==> config.mk <==
export PLATFORM = sky130hd
export DESIGN_NAME = multicycle_control_fsm
export DESIGN_NICKNAME = d
export VERILOG_FILES = /design/src/rtl/multicycle_control_fsm.sv
export SDC_FILE = /design/constraint.sdc
export NUM_CORES = 1
export LEC_CHECK = 0
export CAP_MARGIN = 20
export CORE_MARGIN = 4
export CORE_UTILIZATION = 50
export DETAILED_ROUTE_END_ITERATION = 8
export GPL_ROUTABILITY_DRIVEN = 0
export PLACE_DENSITY = 0.91
export SLEW_MARGIN = 20
export SYNTH_ARGS = -nofsm -noshare
export SYNTH_HDL_FRONTEND = slang
export SYNTH_SLANG_ARGS = --single-unit
==> constraint.sdc <==
create_clock -name clk -period 5 [get_ports clk]
set_input_delay 0.75 -clock clk [delete_from_list [all_inputs] [get_ports clk]]
set_output_delay 0.75 -clock clk [all_outputs]
set_load 0.02 [all_outputs]
==> src/rtl/multicycle_control_fsm.sv <==
// Multicycle MIPS-style control unit: sequences fetch/decode/execute/writeback
// per opcode and counts retired instructions.
//
// state     | meaning
// ----------+-----------------------------------------------
// FETCH     | read instruction, PC+4; waits on mem_ready
// DECODE    | latch opcode, precompute branch target
// MEM_ADDR  | compute lw/sw effective address
// MEM_READ  | data read; waits on mem_ready
// MEM_WB    | write loaded word to rt
// MEM_WRITE | data write; waits on mem_ready
// R_EXEC    | R-type ALU operation
// R_WB      | write ALU result to rd
// BRANCH    | compare, conditionally load branch target
// JUMP      | load jump target
// I_EXEC    | immediate ALU operation
// I_WB      | write ALU result to rt
// TRAP      | illegal opcode; held until reset
module multicycle_control_fsm (
    input  logic        clk,
    input  logic        rst,
    input  logic [5:0]  opcode,
    input  logic        zero,
    input  logic        mem_ready,
    output logic [1:0]  ALU_OP,
    output logic [3:0]  ALU_I_OP,
    output logic        pc_write,
    output logic        ir_write,
    output logic        mem_read,
    output logic        mem_write,
    output logic        reg_write,
    output logic        i_or_d,
    output logic        reg_dst,
    output logic        mem_to_reg,
    output logic        alu_src_a,
    output logic [1:0]  alu_src_b,
    output logic [1:0]  pc_source,
    output logic [3:0]  state,
    output logic        illegal,
    output logic        instr_done,
    output logic [15:0] instr_count
);

    typedef enum logic [3:0] {
        S_FETCH     = 4'd0,
        S_DECODE    = 4'd1,
        S_MEM_ADDR  = 4'd2,
        S_MEM_READ  = 4'd3,
        S_MEM_WB    = 4'd4,
        S_MEM_WRITE = 4'd5,
        S_R_EXEC    = 4'd6,
        S_R_WB      = 4'd7,
        S_BRANCH    = 4'd8,
        S_JUMP      = 4'd9,
        S_I_EXEC    = 4'd10,
        S_I_WB      = 4'd11,
        S_TRAP      = 4'd12
    } state_t;

    localparam logic [5:0] OP_RTYPE = 6'b000000;
    localparam logic [5:0] OP_LW    = 6'b100011;
    localparam logic [5:0] OP_SW    = 6'b101011;
    localparam logic [5:0] OP_BEQ   = 6'b000100;
    localparam logic [5:0] OP_BNE   = 6'b000101;
    localparam logic [5:0] OP_J     = 6'b000010;
    localparam logic [5:0] OP_ADDI  = 6'b001000;
    localparam logic [5:0] OP_ANDI  = 6'b001100;
    localparam logic [5:0] OP_ORI   = 6'b001101;
    localparam logic [5:0] OP_SLTI  = 6'b001010;

    state_t      state_q;
    state_t      state_d;
    logic [5:0]  op_q;
    logic [15:0] instr_count_q;

    always_ff @(posedge clk) begin
        if (rst) begin
            state_q       <= S_FETCH;
            op_q          <= '0;
            instr_count_q <= '0;
        end else begin
            state_q <= state_d;
            if (state_q == S_DECODE)
                op_q <= opcode;
            if (instr_done)
                instr_count_q <= instr_count_q + 16'd1;
        end
    end

    always_comb begin
        state_d = state_q;
        case (state_q)
            S_FETCH:     state_d = mem_ready ? S_DECODE : S_FETCH;
            // op_q is being written this cycle, so decode from the live opcode
            S_DECODE: begin
                case (opcode)
                    OP_RTYPE:                           state_d = S_R_EXEC;
                    OP_LW, OP_SW:                       state_d = S_MEM_ADDR;
                    OP_BEQ, OP_BNE:                     state_d = S_BRANCH;
                    OP_J:                               state_d = S_JUMP;
                    OP_ADDI, OP_ANDI, OP_ORI, OP_SLTI:  state_d = S_I_EXEC;
                    default:                            state_d = S_TRAP;
                endcase
            end
            S_MEM_ADDR:  state_d = (op_q == OP_LW) ? S_MEM_READ : S_MEM_WRITE;
            S_MEM_READ:  state_d = mem_ready ? S_MEM_WB : S_MEM_READ;
            S_MEM_WB:    state_d = S_FETCH;
            S_MEM_WRITE: state_d = mem_ready ? S_FETCH : S_MEM_WRITE;
            S_R_EXEC:    state_d = S_R_WB;
            S_R_WB:      state_d = S_FETCH;
            S_BRANCH:    state_d = S_FETCH;
            S_JUMP:      state_d = S_FETCH;
            S_I_EXEC:    state_d = S_I_WB;
            S_I_WB:      state_d = S_FETCH;
            S_TRAP:      state_d = S_TRAP;
            default:     state_d = S_TRAP;
        endcase
    end

    always_comb begin
        ALU_OP     = 2'b00;
        ALU_I_OP   = 4'b0000;
        pc_write   = 1'b0;
        ir_write   = 1'b0;
        mem_read   = 1'b0;
        mem_write  = 1'b0;
        reg_write  = 1'b0;
        i_or_d     = 1'b0;
        reg_dst    = 1'b0;
        mem_to_reg = 1'b0;
        alu_src_a  = 1'b0;
        alu_src_b  = 2'b00;
        pc_source  = 2'b00;
        illegal    = 1'b0;
        instr_done = 1'b0;
        case (state_q)
            S_FETCH: begin
                mem_read  = 1'b1;
                alu_src_b = 2'b01;
                ir_write  = mem_ready;
                pc_write  = mem_ready;
            end
            S_DECODE: alu_src_b = 2'b11;
            S_MEM_ADDR: begin
                alu_src_a = 1'b1;
                alu_src_b = 2'b10;
            end
            S_MEM_READ: begin
                mem_read = 1'b1;
                i_or_d   = 1'b1;
            end
            S_MEM_WB: begin
                reg_write  = 1'b1;
                mem_to_reg = 1'b1;
                instr_done = 1'b1;
            end
            S_MEM_WRITE: begin
                mem_write  = 1'b1;
                i_or_d     = 1'b1;
                instr_done = mem_ready;
            end
            S_R_EXEC: begin
                alu_src_a = 1'b1;
                ALU_OP    = 2'b10;
            end
            S_R_WB: begin
                reg_write  = 1'b1;
                reg_dst    = 1'b1;
                instr_done = 1'b1;
            end
            S_BRANCH: begin
                alu_src_a  = 1'b1;
                ALU_OP     = 2'b01;
                pc_source  = 2'b01;
                pc_write   = ((op_q == OP_BEQ) && zero) || ((op_q == OP_BNE) && !zero);
                instr_done = 1'b1;
            end
            S_JUMP: begin
                pc_source  = 2'b10;
                pc_write   = 1'b1;
                instr_done = 1'b1;
            end
            S_I_EXEC: begin
                alu_src_a = 1'b1;
                alu_src_b = 2'b10;
                ALU_OP    = 2'b11;
                case (op_q)
                    OP_ADDI: ALU_I_OP = 4'b0010;
                    OP_ORI:  ALU_I_OP = 4'b0001;
                    OP_SLTI: ALU_I_OP = 4'b0100;
                    default: ALU_I_OP = 4'b0000;
                endcase
            end
            S_I_WB: begin
                reg_write  = 1'b1;
                instr_done = 1'b1;
            end
            S_TRAP:  illegal = 1'b1;
            default: illegal = 1'b1;
        endcase
        // Reset overrides everything with quiet FETCH controls
        if (rst) begin
            ALU_OP     = 2'b00;
            ALU_I_OP   = 4'b0000;
            pc_write   = 1'b0;
            ir_write   = 1'b0;
            mem_read   = 1'b0;
            mem_write  = 1'b0;
            reg_write  = 1'b0;
            i_or_d     = 1'b0;
            reg_dst    = 1'b0;
            mem_to_reg = 1'b0;
            alu_src_a  = 1'b0;
            alu_src_b  = 2'b01;
            pc_source  = 2'b00;
            illegal    = 1'b0;
            instr_done = 1'b0;
        end
    end

    assign state       = state_q;
    assign instr_count = instr_count_q;

endmodule
==> impl_metrics.ini, run 1 <==
[outcome]
outcome = finished clean

[grt]
grt_max_degree = 39
antenna_found_initial = 0
grt-ovfl-total = 0
grt_pass1_wl_um = 7380
grt_use_total_pct = 21.5
grt_pass1_vias = 1636

[place]
dpl_cell_area_mm2 = 0.00213
port_buffers = 49
dpl.hpwl_um = 3030
placed_cells = 298

[synthesis]
synth_top_family_by_area = simple AND/OR/NAND/NOR gates
synth_compound_area_share_pct = 20.9
avgSynthCellArea_um2 = 7.48
netlist_area_mm2 = 0.00164
synth_top_cell_by_area = dfxtp_1
synth_top_cell_area_share_pct = 31.8
synth_xor_area_share_pct = 2.14
synthMuxAreaShare_pct = 2.60
yosysSeqAreaShare_pct = 31.8
synth_area_leaders = dfxtp_1 32%, nand2_1 6.4%, a21oi_1 6.1%
yosysWarnings = 0
synth-simple-area-share_pct = 37.0
synth_cell_types = 43
synth_fa_ha_area_share_pct = 0.764
synth_cells = 219
ys_ff_latch = 26
synth_nets = 230

[floorplanning]
core-area_mm2 = 0.00310
die_w_um = 65.2
start_util_pct = 52.8
die_h_um = 65.2
rows = 20
die-area_mm2 = 0.00426
ios = 51

[worst_setup_path]
cp-start-kind = flip-flop
crit_arrival_ps = 2930
crit_path_end_kind = output port
r2r_slack_ps = 2510
r2r_cells = 4
required_ps = 4250
crit_start = state[1]$_SDFF_PP0_
crit_type = flip-flop to output port
rr_startpoint = state[2]$_SDFF_PP0_
critPathMaxFanout = 27
worst_r2r_endpoint = instr_count[13]$_SDFFE_PP0P_

[layout]
num_antenna_cells = 0
final_area_mm2 = 0.00218
nets = 270
syn2layout_area_growth_pct = 33.0
drive_above_1_share_pct = 3.49
fin_cells = 302

[run]
drv_cap = 0

[timing]
max_slew_margin_pct = 50.3
rsz0062_at_grt = no
slew_viol_final = 0
hold_viol = 0
post-route-period-util_pct = 73.5
fmax_ghz = 0.272
finalSetupTns_ps = 0
fin_worst_skew_ps = 9.91
fin_crit_ps = 3680
holdWs_ps = 495
setup_violations = 0
tightest_slew_ps = 745

[route]
vias = 1797
wl_um = 4380
route.detailed.drc = 0
final_antenna_net_count = 0
drt_iter0_drc = 152
wl_per_cell_um = 14.5
viasPerCell = 5.95
firstDrtPassIters = 4

[clocking]
postCtsSetupBuffers = 0
numCtsBuffers = 3
cts_tree = done
clockBufferDepth = 2
clk_pin_slew_ps = 150
htreeDepth = 1
numClockSinks = 26
ctsResizeCount = 0
postCtsHoldBufs = 0
clock_latency_ps = 330
clockRootBuffer = clkbuf_4

[min_path]
hp-class = flip-flop to flip-flop
holdPathEnd = instr_count[15]$_SDFFE_PP0P_
worstHoldPathCells = 2
hp-start = instr_count[15]$_SDFFE_PP0P_

[power]
powerDensity_mw_per_mm2 = 216
p_leak_nw = 0.742
irDropWorstVdd_uv = 177
fin_total_pwr_w = 0.000470
==> worst max path at each step <==
stage                 endpoint  slack, ps  depth (start not counted)
floorplan             mem_read       2380                          3
global placement    instr_done       1410                          5
detailed placement  instr_done       1380                          5
CTS                 instr_done       1350                          4
global route        instr_done       1140                          4
finish              instr_done       1320                          4
==> cells in the final DEF (no fill, tap or decap), types with 6 or more instances in the layout <==
cell type        instances
nand2_1                 28
clkdlybuf4s50_1         49
nor2_1                  20
nand3_1                  7
dfxtp_1                 26
nor2b_1                  6
o21ai_0                  8
o31ai_1                 11
or4_1                   10
a21oi_1                 20
==> cell usage after synthesis <==
cell       instances
mux2i_1            2
nor4bb_1           1
nor2_1            20
inv_1              3
and4_1             3
or3_1              3
a2111oi_0          1
mux2_2             2
nor3_1             5
o2111ai_1          2
dfxtp_1           26
or2_2              1
a21oi_1           20
o31ai_1           11
a2111o_1           1
a21o_1             2
conb_1             1
nor3b_1            2
o21ai_0            8
a22o_1             1
and4b_1            1
nand3_1            7
nand2b_1           2
and2_1             2
or4b_2             1
clkbuf_1           7
o31a_1             2
nor4_1             5
ha_1               1
nor2b_1            6
buf_2              4
a31oi_1            4
buf_4              1
buf_1              3
nand3b_1           2
nand2_1           28
o21a_1             1
nor4b_1            4
nand4_1            4
xor2_1             4
and3_1             4
o21bai_1           1
or4_1             10
==> report_power, final <==
group | internal [W] | total, W | switching (W)
clock | 0.0000811 | 0.000146 | 0.0000644
sequential | 0.000214 | 0.000230 | 0.0000159
combinational | 0.0000407 | 0.0000947 | 0.0000540
==> state kept, by name, summed over array words and instances, names as in the netlist <==
name	cells
instr_count	16
op_q	6
state	4
==> critical path, cell delays in order (launching register included) <==
cell and delay (ps):
dfxtp_1 680, nor2b_1 610, a2111o_1 660, nor2_1 80
clkdlybuf4s50_1 560
==> cell families (layout without fill, tap and decap cells) <==
group,after synthesis,in the layout
other cells,1,1
xor+xnor,4,4
flops,26,26
buf+inv,18,57
mux,4,4
compound gates,54,54
simple gates,111,111
fa+ha+maj,1,1
==> per-layer routing <==
layer	share of wire, %	vias to the layer above	GRT usage (%)
met5	0	-	0
met4	1.7	0	8.81
met3	4.7	6	2.22
met2	47	61	35.3
met1	47	828	28.6
li1	-	902	-
==> per-stage QoR <==
stage,utilization [%],worst slack (ps)
floorplan,-,2380
global placement,68.5,1410
detailed placement,68.5,1380
CTS,70.2,1350
global route,70.2,1140
finish,70.2,1320
==> final cells by class <==
cell class / count / area [um2]
clock buffers: 3 / 22.5
clock inverters: 1 / 30.0
fillers: 264 / 925
inverters: 3 / 11.3
multi-input cells: 175 / 1040
flip-flops and latches: 26 / 520
well taps: 44 / 55.1
repair buffers: 50 / 498
Note: power is estimated with default switching activity, not from simulation.
==> run 2: changes to the inputs <==
--- a/config.mk
+++ b/config.mk
@@ -7,10 +7,10 @@
 export LEC_CHECK = 0
 export CAP_MARGIN = 20
 export CORE_MARGIN = 4
-export CORE_UTILIZATION = 50
+export CORE_UTILIZATION = 46
 export DETAILED_ROUTE_END_ITERATION = 8
 export GPL_ROUTABILITY_DRIVEN = 0
-export PLACE_DENSITY = 0.91
+export PLACE_DENSITY = 0.85
 export SLEW_MARGIN = 20
 export SYNTH_ARGS = -nofsm -noshare
 export SYNTH_HDL_FRONTEND = slang
==> constraint.sdc (replaced) <==
create_clock -name clk -period 3.8 [get_ports clk]
set_input_delay 0.57 -clock clk [delete_from_list [all_inputs] [get_ports clk]]
set_output_delay 0.57 -clock clk [all_outputs]
set_load 0.02 [all_outputs]
==> run 2 against run 1 <==
  * Flip-flop and latch count did not move
  * First-iteration DRC count fell by 6.6%
  * Clock skew fell by 5.3 ps
  * Worst hold slack improved by 0.80 ps
  * Cell count rose by 1.7%
  * Sequential power rose by 31%
  * Combinational power rose by 33%
  * Global-route usage fell by 2.5 points
  * Total power rose by 21%
  * Via count fell by 1.3%
  * Core utilization fell by 5.7 points
  * Critical path depth rose by 1
  * Critical endpoint is now ALU_I_OP[2]
  * Largest power group unchanged
==> impl_metrics.ini, run 2 (synthesized netlist as in run 1, its figures left out) <==
[outcome]
outcome = finished clean

[min_path]
hp-class = flip-flop to flip-flop

[worst_setup_path]
crit_path_end_kind = output port
required_ps = 3230
cp-start-kind = input pin
crit_type = input pin to output port
critPathMaxFanout = 4
crit_arrival_ps = 2440

[clocking]
htreeDepth = 1
ctsResizeCount = 0
clockBufferDepth = 2
postCtsHoldBufs = 0
clock_latency_ps = 330
numCtsBuffers = 3
cts_tree = done
clockRootBuffer = clkbuf_4
clk_pin_slew_ps = 140
postCtsSetupBuffers = 0
numClockSinks = 26

[place]
preCtsSetupSlack_ps = 806
dpl_cell_area_mm2 = 0.00215
port_buffers = 49
dpl.hpwl_um = 3060

[floorplanning]
die_h_um = 67.7
core-area_mm2 = 0.00339
start_util_pct = 48.3
die-area_mm2 = 0.00458
die_w_um = 67.7
ios = 51
rows = 21

[timing]
fmax_ghz = 0.332
fin_crit_ps = 3010
slew_viol_final = 0
max_slew_margin_pct = 58.6
holdWs_ps = 496
post-route-period-util_pct = 79.3
hold_viol = 0
fin_ws_ps = 788
rsz0062_at_grt = no
finalSetupTns_ps = 0
setup_violations = 0
fin_worst_skew_ps = 4.63
tightest_slew_ps = 620

[route]
wl_per_cell_um = 13.5
vias = 1774
route.detailed.drc = 0
firstDrtPassIters = 4
wl_um = 4140
final_antenna_net_count = 0
drt_iter0_drc = 142
viasPerCell = 5.78

[grt]
grt_pass1_vias = 1552
grt_use_total_pct = 19.0
grt_pass1_wl_um = 7030
grt_max_degree = 27
grt-ovfl-total = 0
antenna_found_initial = 0

[power]
p_leak_nw = 0.750
powerDensity_mw_per_mm2 = 261
irDropWorstVdd_uv = 204

[layout]
largest_register_ffs = 16
num_antenna_cells = 0
seqCellArea_um2 = 520
syn2layout_area_growth_pct = 33.5
final_common_cell = clkdlybuf4s50_1
nFillCells = 291
drive_above_1_share_pct = 4.60
final_cell_mix = 49 x clkdlybuf4s50_1, 28 x nand2_1, 26 x dfxtp_1, 20 x nor2_1, 20 x a21oi_1
multi_input_area_mm2 = 0.00104
nets = 273
final_area_mm2 = 0.00219

[run]
drv_cap = 0
run 2: critical path, stage by stage:
cell and delay, ps:
clkdlybuf4s50_1 440, nor2_1 260, nand4_1 210, nor4b_1 300, clkdlybuf4s50_1 660
run 2: power breakdown:
group	internal (W)	switching [W]	total (W)
clock network	0.0000587	0.0000839	0.000143
registers	0.000281	0.0000199	0.000301
logic	0.0000558	0.0000706	0.000126
total	0.000396	0.000174	0.000570
run 2: metrics by stage:
stage / instances / total power [W] / util (%)
2_1_floorplan: 219 / 0.000380 / -
3_3_place_gp: 303 / 0.000431 / 63.5
3_5_place_dp: 303 / 0.000432 / 63.5
4_1_cts: 307 / 0.000573 / 64.5
5_1_grt: 307 / 0.000596 / 64.5
6_report: 307 / 0.000570 / 64.5
run 2: final cells by class:
cell class | count | share of cell area (%)
clock buffers | 4 | 1.66
inverters | 3 | 0.515
multi-input cells | 175 | 47.6
flip-flops and latches | 26 | 23.8
well taps | 46 | 2.63
repair buffers | 53 | 23.8
run 2: per-layer routing:
layer | GRT usage (%) | part of all wire, % | vias up
met3 | 3.16 | 4.9 | 6
met1 | 27.7 | 48 | 818
met5 | 0 | 0 | -
li1 | - | - | 898
met2 | 29.6 | 47 | 52
met4 | 2.78 | 0.80 | 0
run 2: path summary, 6_finish.rpt:
check	startpoint	endpoint	slack (ps)	depth (start not counted)
worst min register to register	instr_count[15]$_SDFFE_PP0P_	instr_count[15]$_SDFFE_PP0P_	500	2
worst max-delay path	rst	ALU_I_OP[2]	790	5
worst min-delay path	instr_count[15]$_SDFFE_PP0P_	instr_count[15]$_SDFFE_PP0P_	500	2
worst max register to register	state[2]$_SDFF_PP0_	instr_count[13]$_SDFFE_PP0P_	1460	5
